<file path="config.mk">
export PLATFORM = sky130hd
export DESIGN_NAME = hazard_control
export DESIGN_NICKNAME = d
export VERILOG_FILES = /design/src/rtl/mips_pkg.sv /design/src/rtl/hz_match.sv /design/src/rtl/hazard_control.sv
export SDC_FILE = /design/constraint.sdc
export NUM_CORES = 1
export LEC_CHECK = 0
export ABC_CLOCK_PERIOD_IN_PS = 2400
export BUFFER_PORTS_ARGS = -buffer_cell sky130_fd_sc_hd__buf_2
export CAP_MARGIN = 20
export CORE_MARGIN = 2
export CORE_UTILIZATION = 45
export DETAILED_ROUTE_END_ITERATION = 6
export GPL_TIMING_DRIVEN = 0
export PLACE_DENSITY = 0.73
export REMOVE_ABC_BUFFERS = 1
export SETUP_SLACK_MARGIN = 0.3
export SLEW_MARGIN = 20
export SYNTH_ARGS = -nofsm -noshare
export SYNTH_HDL_FRONTEND = slang
export SYNTH_SLANG_ARGS = --single-unit
</file>
<file path="constraint.sdc">
create_clock -name clk -period 2.4 [get_ports clk]
set_clock_uncertainty 0.1 [all_clocks]
set_input_delay 0.48 -clock clk [delete_from_list [all_inputs] [get_ports clk]]
set_output_delay 0.48 -clock clk [all_outputs]
set_load 0.005 [all_outputs]
</file>
<file path="src/rtl/mips_pkg.sv">
// Shared pipeline-control definitions: FSM encoding, register constants and the
// control-word layout driven by the hazard unit.
package mips_pkg;

    localparam int unsigned REG_W       = 5;
    localparam int unsigned FRZ_W       = 8;
    localparam int unsigned TMO_LIM_DEF = 255;

    localparam logic [REG_W-1:0] REG_ZERO = REG_W'(0);

    typedef enum logic {
        RUN    = 1'b0,
        FREEZE = 1'b1
    } hz_state_e;

    typedef struct packed {
        logic pc_en;
        logic ifid_en;
        logic idex_en;
        logic exmem_en;
        logic memwb_en;
        logic ifid_flush;
        logic idex_bubble;
    } ctrl_t;

    // Value forced while reset is held: pipeline advances and is cleared.
    localparam ctrl_t CTRL_RESET = '{
        pc_en:       1'b1,
        ifid_en:     1'b1,
        idex_en:     1'b1,
        exmem_en:    1'b1,
        memwb_en:    1'b1,
        ifid_flush:  1'b1,
        idex_bubble: 1'b1
    };

    // All five stage enables set to en, no flush, no bubble.
    function automatic ctrl_t ctrl_en(input logic en);
        ctrl_t c;
        c.pc_en       = en;
        c.ifid_en     = en;
        c.idex_en     = en;
        c.exmem_en    = en;
        c.memwb_en    = en;
        c.ifid_flush  = 1'b0;
        c.idex_bubble = 1'b0;
        return c;
    endfunction

endpackage

</file>
<file path="src/rtl/hz_match.sv">
// Does a pipeline destination register feed one of the ID-stage sources?
// Register zero never matches.
module hz_match
    import mips_pkg::*;
(
    input  logic [REG_W-1:0] addr,
    input  logic [REG_W-1:0] rs,
    input  logic [REG_W-1:0] rt,
    input  logic             uses_rt,
    output logic             hit
);

    assign hit = (addr != REG_ZERO) && ((addr == rs) || (uses_rt && (addr == rt)));

endmodule

</file>
<file path="src/rtl/hazard_control.sv">
// Pipeline hazard unit: load-use / branch-operand stalls, taken-branch flush,
// data-memory freeze with sticky timeout, and saturating stall/flush counters.
module hazard_control
    import mips_pkg::*;
#(
    parameter int unsigned CNT_W   = 16,
    parameter int unsigned TMO_LIM = TMO_LIM_DEF
) (
    input  logic             clk,
    input  logic             reset,
    input  logic [REG_W-1:0] id_rs,
    input  logic [REG_W-1:0] id_rt,
    input  logic             id_uses_rt,
    input  logic             id_is_branch,
    input  logic             branch_taken,
    input  logic             ex_mem_read,
    input  logic             ex_reg_write,
    input  logic [REG_W-1:0] ex_write_reg,
    input  logic             mem_mem_read,
    input  logic [REG_W-1:0] mem_write_reg,
    input  logic             dmem_req,
    input  logic             dmem_ready,
    output logic             pc_en,
    output logic             ifid_en,
    output logic             idex_en,
    output logic             exmem_en,
    output logic             memwb_en,
    output logic             ifid_flush,
    output logic             idex_bubble,
    output logic [CNT_W-1:0] stall_cnt,
    output logic [CNT_W-1:0] flush_cnt,
    output logic             timeout
);

    typedef logic [FRZ_W:0] tmo_t;

    localparam logic [CNT_W-1:0] CNT_MAX = '1;
    localparam logic [FRZ_W-1:0] FRZ_MAX = '1;
    localparam tmo_t             TMO_CMP = tmo_t'(TMO_LIM);

    hz_state_e        state;
    hz_state_e        state_nxt;
    ctrl_t            ctrl;
    logic             ex_hit;
    logic             mem_hit;
    logic             hz;
    logic             freeze_req;
    logic [FRZ_W-1:0] frz_cnt;
    logic [FRZ_W-1:0] frz_inc;

    hz_match u_match_ex (
        .addr    (ex_write_reg),
        .rs      (id_rs),
        .rt      (id_rt),
        .uses_rt (id_uses_rt),
        .hit     (ex_hit)
    );

    hz_match u_match_mem (
        .addr    (mem_write_reg),
        .rs      (id_rs),
        .rt      (id_rt),
        .uses_rt (id_uses_rt),
        .hit     (mem_hit)
    );

    // Load-use in EX, or a branch in ID waiting on an ALU result in EX or a load in MEM.
    assign hz = (ex_mem_read && ex_hit)
             || (id_is_branch && ex_reg_write && ex_hit)
             || (id_is_branch && mem_mem_read && mem_hit);

    assign freeze_req = dmem_req && !dmem_ready;
    assign frz_inc    = frz_cnt + FRZ_W'(1);

    // Next state and control word; memory freeze outranks hazards, hazards outrank flush.
    always_comb begin
        ctrl      = ctrl_en(1'b1);
        state_nxt = state;
        if (reset) begin
            ctrl      = CTRL_RESET;
            state_nxt = RUN;
        end else begin
            case (state)
                RUN: begin
                    if (freeze_req) begin
                        ctrl      = ctrl_en(1'b0);
                        state_nxt = FREEZE;
                    end else if (hz) begin
                        ctrl.pc_en       = 1'b0;
                        ctrl.ifid_en     = 1'b0;
                        ctrl.idex_bubble = 1'b1;
                    end else if (id_is_branch && branch_taken) begin
                        ctrl.ifid_flush = 1'b1;
                    end
                end
                FREEZE: begin
                    ctrl = ctrl_en(dmem_ready);
                    if (dmem_ready) begin
                        state_nxt = RUN;
                    end
                end
                default: begin
                    state_nxt = RUN;
                end
            endcase
        end
    end

    assign pc_en       = ctrl.pc_en;
    assign ifid_en     = ctrl.ifid_en;
    assign idex_en     = ctrl.idex_en;
    assign exmem_en    = ctrl.exmem_en;
    assign memwb_en    = ctrl.memwb_en;
    assign ifid_flush  = ctrl.ifid_flush;
    assign idex_bubble = ctrl.idex_bubble;

    // State, saturating performance counters and freeze watchdog.
    always_ff @(posedge clk) begin
        if (reset) begin
            state     <= RUN;
            stall_cnt <= '0;
            flush_cnt <= '0;
            frz_cnt   <= '0;
            timeout   <= 1'b0;
        end else begin
            state <= state_nxt;
            if (!ctrl.pc_en && (stall_cnt != CNT_MAX)) begin
                stall_cnt <= stall_cnt + CNT_W'(1);
            end
            if (ctrl.ifid_flush && (flush_cnt != CNT_MAX)) begin
                flush_cnt <= flush_cnt + CNT_W'(1);
            end
            if ((state == RUN) && (state_nxt == FREEZE)) begin
                frz_cnt <= '0;
            end else if ((state == FREEZE) && !dmem_ready && (frz_cnt != FRZ_MAX)) begin
                frz_cnt <= frz_inc;
                if ({1'b0, frz_inc} >= TMO_CMP) begin
                    timeout <= 1'b1;
                end
            end
        end
    end

endmodule

</file>
# Yosys cells after proc, flatten, opt, wreduce, memory -nomap -nowiden
# Index checks and enable logic that the tools add are counted.
[totals]
regBits = 42
latch_bits = 0
ramBits = 0
mem_bits_ro = 0
inputBits = 30
elab_cells = 57
mem_count = 0
[classes]
addsub = 3
multipliers = 0
div_mod_pow = 0
magnitude_cmp = 1
n_eq_ne = 7
shift = 0
mux = 13
bitwise = 2
reduce_logical = 26
[op_table]
columns = ["op", "count"]
rows = [
  ["adder 16 x 1 -> 16 bit (second input constant)", 2],
  ["inequality test 16 bit (second input constant)", 2],
  ["equality test 5 bit", 4],
  ["logical AND 1 bit", 16],
  ["case mux 7 bit (2 select lines)", 1],
  ["nonzero test 5 bit", 2],
  ["adder 8 x 1 -> 8 bit (second input constant)", 1],
  [">= comparator 8 bit (second input constant)", 1],
  ["inequality test 8 bit (second input constant)", 1],
  ["two-way mux 7 bit", 1],
  ["two-way mux 1 bit", 6],
  ["two-way mux 2 bit", 3],
  ["logical OR 1 bit", 4],
  ["two-way mux 3 bit", 1],
  ["AND reduction 3 bit", 1],
  ["logical NOT 1 bit", 2],
  ["inverter 1 bit", 2],
  ["case mux 1 bit (2 select lines)", 1],
  ["OR reduction 2 bit", 1],
]

# Logic depth before layout (Yosys ltp)
[logic_depth]
depth_word = 13
mapped_depth = 9
ltp_nobuf = 8

# Hierarchy
# A second synthesis with hierarchy kept.
[hier_totals]
hier_cells = 298
area_unflattened_um2 = 2532.4
[modules_own_cells]
columns = ["mod", "instances", "cells_each", "area_per_inst_um2", "seq_area_each_um2"]
rows = [
  ["hazard_control", 1, 264, 2269.7, 840.8],
  ["hz_match", 2, 17, 131.4, 0.0],
]

# Worst setup path before layout
# Ideal clock, no wire load.
[synth_path]
kind = "input to output"
start = "in mem_write_reg[0]"
end = "out pc_en"
arrival_ns = 1.888
t_required_ns = 1.820
slack_ns = -0.068
cell_stages = 7
path_buffers = 1
cell_sequence = "or4_1 o211ai_2 inv_2 a22oi_4 nor2_1 o21ai_0 buf_4"
[synth_between]
elab_chain_cells = 10
elab_cells_between_ends = 12
cone_classes = "eq/ne: 2; mux: 4; reduce/logical: 6"
[synth_rtl]
columns = ["element", "line", "rtl"]
rows = [
  ["from (decl)", "hazard_control.sv:20", "input logic [REG_W-1:0] mem_write_reg,"],
  ["equality test 5 bit", "hz_match.sv:13", "assign hit = (addr != REG_ZERO) && ((addr == rs) || (uses_rt && (addr == rt)));"],
  ["logical AND 1 bit", "hz_match.sv:13", ""],
  ["logical OR 1 bit", "hz_match.sv:13", ""],
  ["logical AND 1 bit (*)", "hz_match.sv:13", ""],
  ["logical AND 1 bit (*)", "hazard_control.sv:70", "|| (id_is_branch && mem_mem_read && mem_hit);"],
  ["logical OR 1 bit (*)", "hazard_control.sv:70", ""],
  ["two-way mux 2 bit (*)", "hazard_control.sv:88", "end else if (hz) begin"],
  ["two-way mux 2 bit (*)", "hazard_control.sv:85", "if (freeze_req) begin"],
  ["case mux 7 bit (2 select lines) (*)", "hazard_control.sv:83", "case (state)"],
  ["two-way mux 7 bit (*)", "hazard_control.sv:79", "if (reset) begin"],
  ["to (decl)", "hazard_control.sv:23", "output logic pc_en,"],
]
# Every way passes the cells marked *; elsewhere a longest branch is shown, timed or not.

# Worst setup path in the final report
[layout_path]
start = "in mem_write_reg[4]"
end = "out idex_bubble"
[layout_between]
elab_chain_cells = 10
elab_cells_between_ends = 12
cone_classes = "eq/ne: 2; mux: 4; reduce/logical: 6"
[layout_rtl]
columns = ["element", "line", "rtl"]
rows = [
  ["equality test 5 bit", "hz_match.sv:13", ""],
  ["logical AND 1 bit", "hz_match.sv:13", ""],
  ["logical OR 1 bit", "hz_match.sv:13", ""],
  ["logical AND 1 bit (*)", "hz_match.sv:13", ""],
  ["logical AND 1 bit (*)", "hazard_control.sv:70", ""],
  ["logical OR 1 bit (*)", "hazard_control.sv:70", ""],
  ["two-way mux 1 bit (*)", "hazard_control.sv:88", ""],
  ["two-way mux 2 bit (*)", "hazard_control.sv:85", ""],
  ["case mux 7 bit (2 select lines) (*)", "hazard_control.sv:83", ""],
  ["two-way mux 7 bit (*)", "hazard_control.sv:79", ""],
  ["to (decl)", "hazard_control.sv:29", "output logic idex_bubble,"],
]
# Marks and branches as above.

==> summary.txt <==
Worst hold path
  – Worst min-delay path category: in -> reg
  – Hold Path Cell Cnt: 2

Synth
  – Number of enable flip-flop cells after synthesis: 0
  – Number of warning messages in the yosys log: 0
  – Portion of the post-synthesis area used by sequential elements: between 30 and 40%
  – Cell area after synthesis: roughly 2500 um^2
  – Synth Register Bits: 42
  – Count of mapped cells out of synthesis: ~300
  – Fraction of synthesis flops using an asynchronous set or reset pin: 0%
  – Avg Cell Area, Syn: between 8 and 9 um^2
  – Netlist cell types: 50
  – Commonest register cell after synthesis: sky130_fd_sc_hd__dfxtp_1

Timing
  – Max-slew violations: 0
  – RSZ-0062 raised after global routing: yes
  – Maximum clock frequency: 407.9 MHz
  – Worst Max-Slew Pin Slew: approximately 680 ps
  – Part of the cycle the worst path needs: 102.2%
  – Minimum period implied by the final worst setup slack: 2452 ps
  – Slew margin rel.: between 50 and 60%
  – Final hold violations: 0
  – Post-route worst setup slack: -51.69 ps
  – Final setup violation count: 6

Power
  – Fraction of power consumed by sequential logic: around half
  – Total design power: approximately 0.0014 W
  – Peak supply drop: between 0.2 and 0.3 mV
  – Power per unit of standard cell area: between 400 and 500 nW/um^2
  – Relative contribution of the clock network to total power: around a third
  – Share of total power consumed by net switching: around 27%
  – Switching power summed over all nets: 0.0003698 W
  – Cell internal power dissipation: approximately 0.0010 W
  – Part of the total power dissipated in combinational logic: between 15 and 20%
  – Leakage power figure: between 1 and 1.5 nW

Clock network
  – Clock edge transition at the registers on the reported setup and hold paths: approximately 80 ps
  – Master cell of the clock root buffer: sky130_fd_sc_hd__clkbuf_8
  – Later-pin clock latency in the skew report: ~300 ps
  – Clock tree from TritonCTS: done
  – H-tree lvl count: 2
  – Maximum number of buffers from clock root to sink: 2
  – CTS sink cnt: 42
  – Number of CTS-inserted buffers: 5

Route
  – Post-DR wirelength/cell: 13.53 um
  – Drt first-iter violations: 94
  – First-pass iteration count of the detailed router: 4
  – Vias per Instance: ~5.3
  – Total via count after detailed routing: around 2400
  – Remaining antenna violation count: 0
  – Count of unresolved DRC violations after routing: 0
  – Overall routed net length: approximately 6200 um

Setup path
  – Kind of end point of the critical path: output port
  – CP arrival: 1870 ps
  – Worst reg2reg path depth: 9
  – Largest fanout of any net on the critical path: 3
  – Category of the critical setup timing path: in -> out
  – Required time worst endpoint: around 1800 ps
  – Critical Path Start Type: input pin

Floorplanning
  – Effective utilization at floorplan: between 40 and 50%
  – Chip Height: 78.01 um
  – Floorplan Core Area: about 5200 um^2
  – Count of standard-cell rows: 26
  – Horizontal extent of the die: roughly 78 um
  – Die area: slightly above 6000 um^2
  – Number of top-level pins: 70

Placement
  – Post-DP Area: approximately 2800 um^2
  – Port bufs: about 70
  – Hpwl dp: 4085 um
  – Routability congestion estimate: 0.8140
  – Placed insts: between 400 and 500

GRT
  – Total Routing Usage GR: a little over 20%
  – Wire length of the first global-routing pass: between 10000 and 15000 um
  – Initial antenna violation count: 0
  – Pin count of the biggest net entering global routing: 40
  – Number of global-route vias before repair: about 2300
  – Grt total ovfl: 0

Finish
  – Synth-to-Final Area Change: 32.13%
  – Fraction of final layout cells sized beyond drive strength 1: between 30% and 40%
  – N_diodes: 0
  – Layout fillers: approximately 470
  – Post-layout instance area: around 3300 um^2
  – Cell Count, Final, Fillers Out: between 400 and 500
  – Total number of nets in the final design: 421

Outcome
  – Status: complete, but fails checks
  – Failing checks: setup timing

Flow run
  – Max-cap violation count: 0
path summary, 6_finish.rpt:
path / to / slack, ps / from
min: state / 310 / dmem_ready
max: idex_bubble / -50 / mem_write_reg[4]
min reg2reg: timeout / 390 / timeout
max reg2reg: flush_cnt[14] / 210 / flush_cnt[8]
layer usage:
layer / wire [um] / vias to the layer above / GRT usage [%]
met5: 0 / - / 0
met4: 32 / 0 / 4.737
met3: 272 / 4 / 4.713
met2: 3147 / 52 / 37.76
met1: 2732 / 1137 / 24.30
li1: - / 1242 / -
stage by stage:
step	TNS [ps]	utilization [%]	setup slack, ps	hold slack, ps
after global placement	-6800	53.94	-474.0	367.7
after detailed placement	-7716	53.94	-518.7	370.3
after CTS	-320.5	60.07	-90.85	314.8
after floorplan	-159.1	-	-89.15	359.7
after global routing	-906.0	62.57	-110.9	311.4
final	-180.4	62.57	-51.69	312.5
area by class of cell:
cell class,instances,area (um^2),area share (%)
tap,70,87.58,2.689
clock buffer,5,68.82,2.113
clock inverter,2,10.01,0.3073
multi-input combinational,242,1685,51.75
timing repair buffer,87,526.8,16.17
sequential,42,844.6,25.93
inverter,9,33.78,1.037
placed cells by master, fill, tap and decap left out, types with 5 or more instances in the layout:
cell type                  synthesis  routed
sky130_fd_sc_hd__or3_1             8       8
sky130_fd_sc_hd__o21ai_0          12       8
sky130_fd_sc_hd__clkbuf_8          2       5
sky130_fd_sc_hd__nor3_1           12       9
sky130_fd_sc_hd__xnor2_1          33      30
sky130_fd_sc_hd__nor2_1           37      33
sky130_fd_sc_hd__buf_4             4      14
sky130_fd_sc_hd__buf_6             1       5
sky130_fd_sc_hd__nand4_1           9       9
sky130_fd_sc_hd__buf_2             0      66
sky130_fd_sc_hd__nand2_1          26      26
sky130_fd_sc_hd__inv_1             8       8
sky130_fd_sc_hd__xor2_1            5       5
sky130_fd_sc_hd__dfxtp_1          42      39
sky130_fd_sc_hd__nand3_1          19      18
sky130_fd_sc_hd__a21oi_1          19      17
power groups by stage:
stage	Combinational, W	Clock [W]	Sequential (W)
after global routing	0.000250	0.000481	0.000713
after CTS	0.000205	0.000444	0.000711
after global placement	0.000162	0	0.000727
final	0.000229	0.000438	0.000712
after detailed placement	0.000165	0	0.000728
after floorplan	0.0000901	0	0.000726
logic make-up (layout without fill, tap and decap cells):
group	after synthesis	count (layout)	synth area share [%]
compound gates	53	53	14.87
xor+xnor	38	38	13.50
fa+ha+maj	4	4	2.031
buf+inv	20	103	5.025
flops	42	42	34.11
mux	3	3	1.269
simple gates	142	144	29.19
cell usage after synthesis (3+ instances only):
master                     count  area, um^2
sky130_fd_sc_hd__buf_4         4       30.03
sky130_fd_sc_hd__nand3b_1      4       30.03
sky130_fd_sc_hd__dfxtp_1      42       840.8
sky130_fd_sc_hd__and4_1        3       26.28
sky130_fd_sc_hd__xnor2_1      33       289.0
sky130_fd_sc_hd__nand2_1      26       97.59
sky130_fd_sc_hd__a21oi_1      19       95.09
sky130_fd_sc_hd__nand4_1       9       56.30
sky130_fd_sc_hd__or3_1         8       50.05
sky130_fd_sc_hd__or4_1         4       30.03
sky130_fd_sc_hd__ha_1          4       50.05
sky130_fd_sc_hd__nor3_1       12       60.06
sky130_fd_sc_hd__clkbuf_1      3       11.26
sky130_fd_sc_hd__nor2_1       37       138.9
sky130_fd_sc_hd__inv_1         8       30.03
sky130_fd_sc_hd__and3_1        4       25.02
sky130_fd_sc_hd__xor2_1        5       43.79
sky130_fd_sc_hd__nor2b_1       4       25.02
sky130_fd_sc_hd__a211oi_1      3       22.52
sky130_fd_sc_hd__o21ai_0      12       60.06
sky130_fd_sc_hd__nand2b_1      3       18.77
sky130_fd_sc_hd__nand3_1      19       95.09
worst max-delay path: stages:
cell and delay, ps:
sky130_fd_sc_hd__buf_8 100, sky130_fd_sc_hd__or4_4 530, sky130_fd_sc_hd__o211ai_2 180, sky130_fd_sc_hd__inv_2 60, sky130_fd_sc_hd__a22oi_4 170, sky130_fd_sc_hd__nor2_2 80
sky130_fd_sc_hd__a21o_1 150, sky130_fd_sc_hd__buf_2 120
registers in the layout, indices dropped and copies added (netlist names):
name and cells:
timeout 1, frz_cnt 8, stall_cnt 16, flush_cnt 16, state 1
timing repair:
item	in CTS	in global routing
cloned	2	0
pin swaps	19	7
setup buffers	14	4
resized for setup	25	24
endpoints found under the setup margin	34	41
hold buffers	0	0
endpoints found under the hold margin	0	0
No activity file was read; power rests on OpenSTA's default activity.
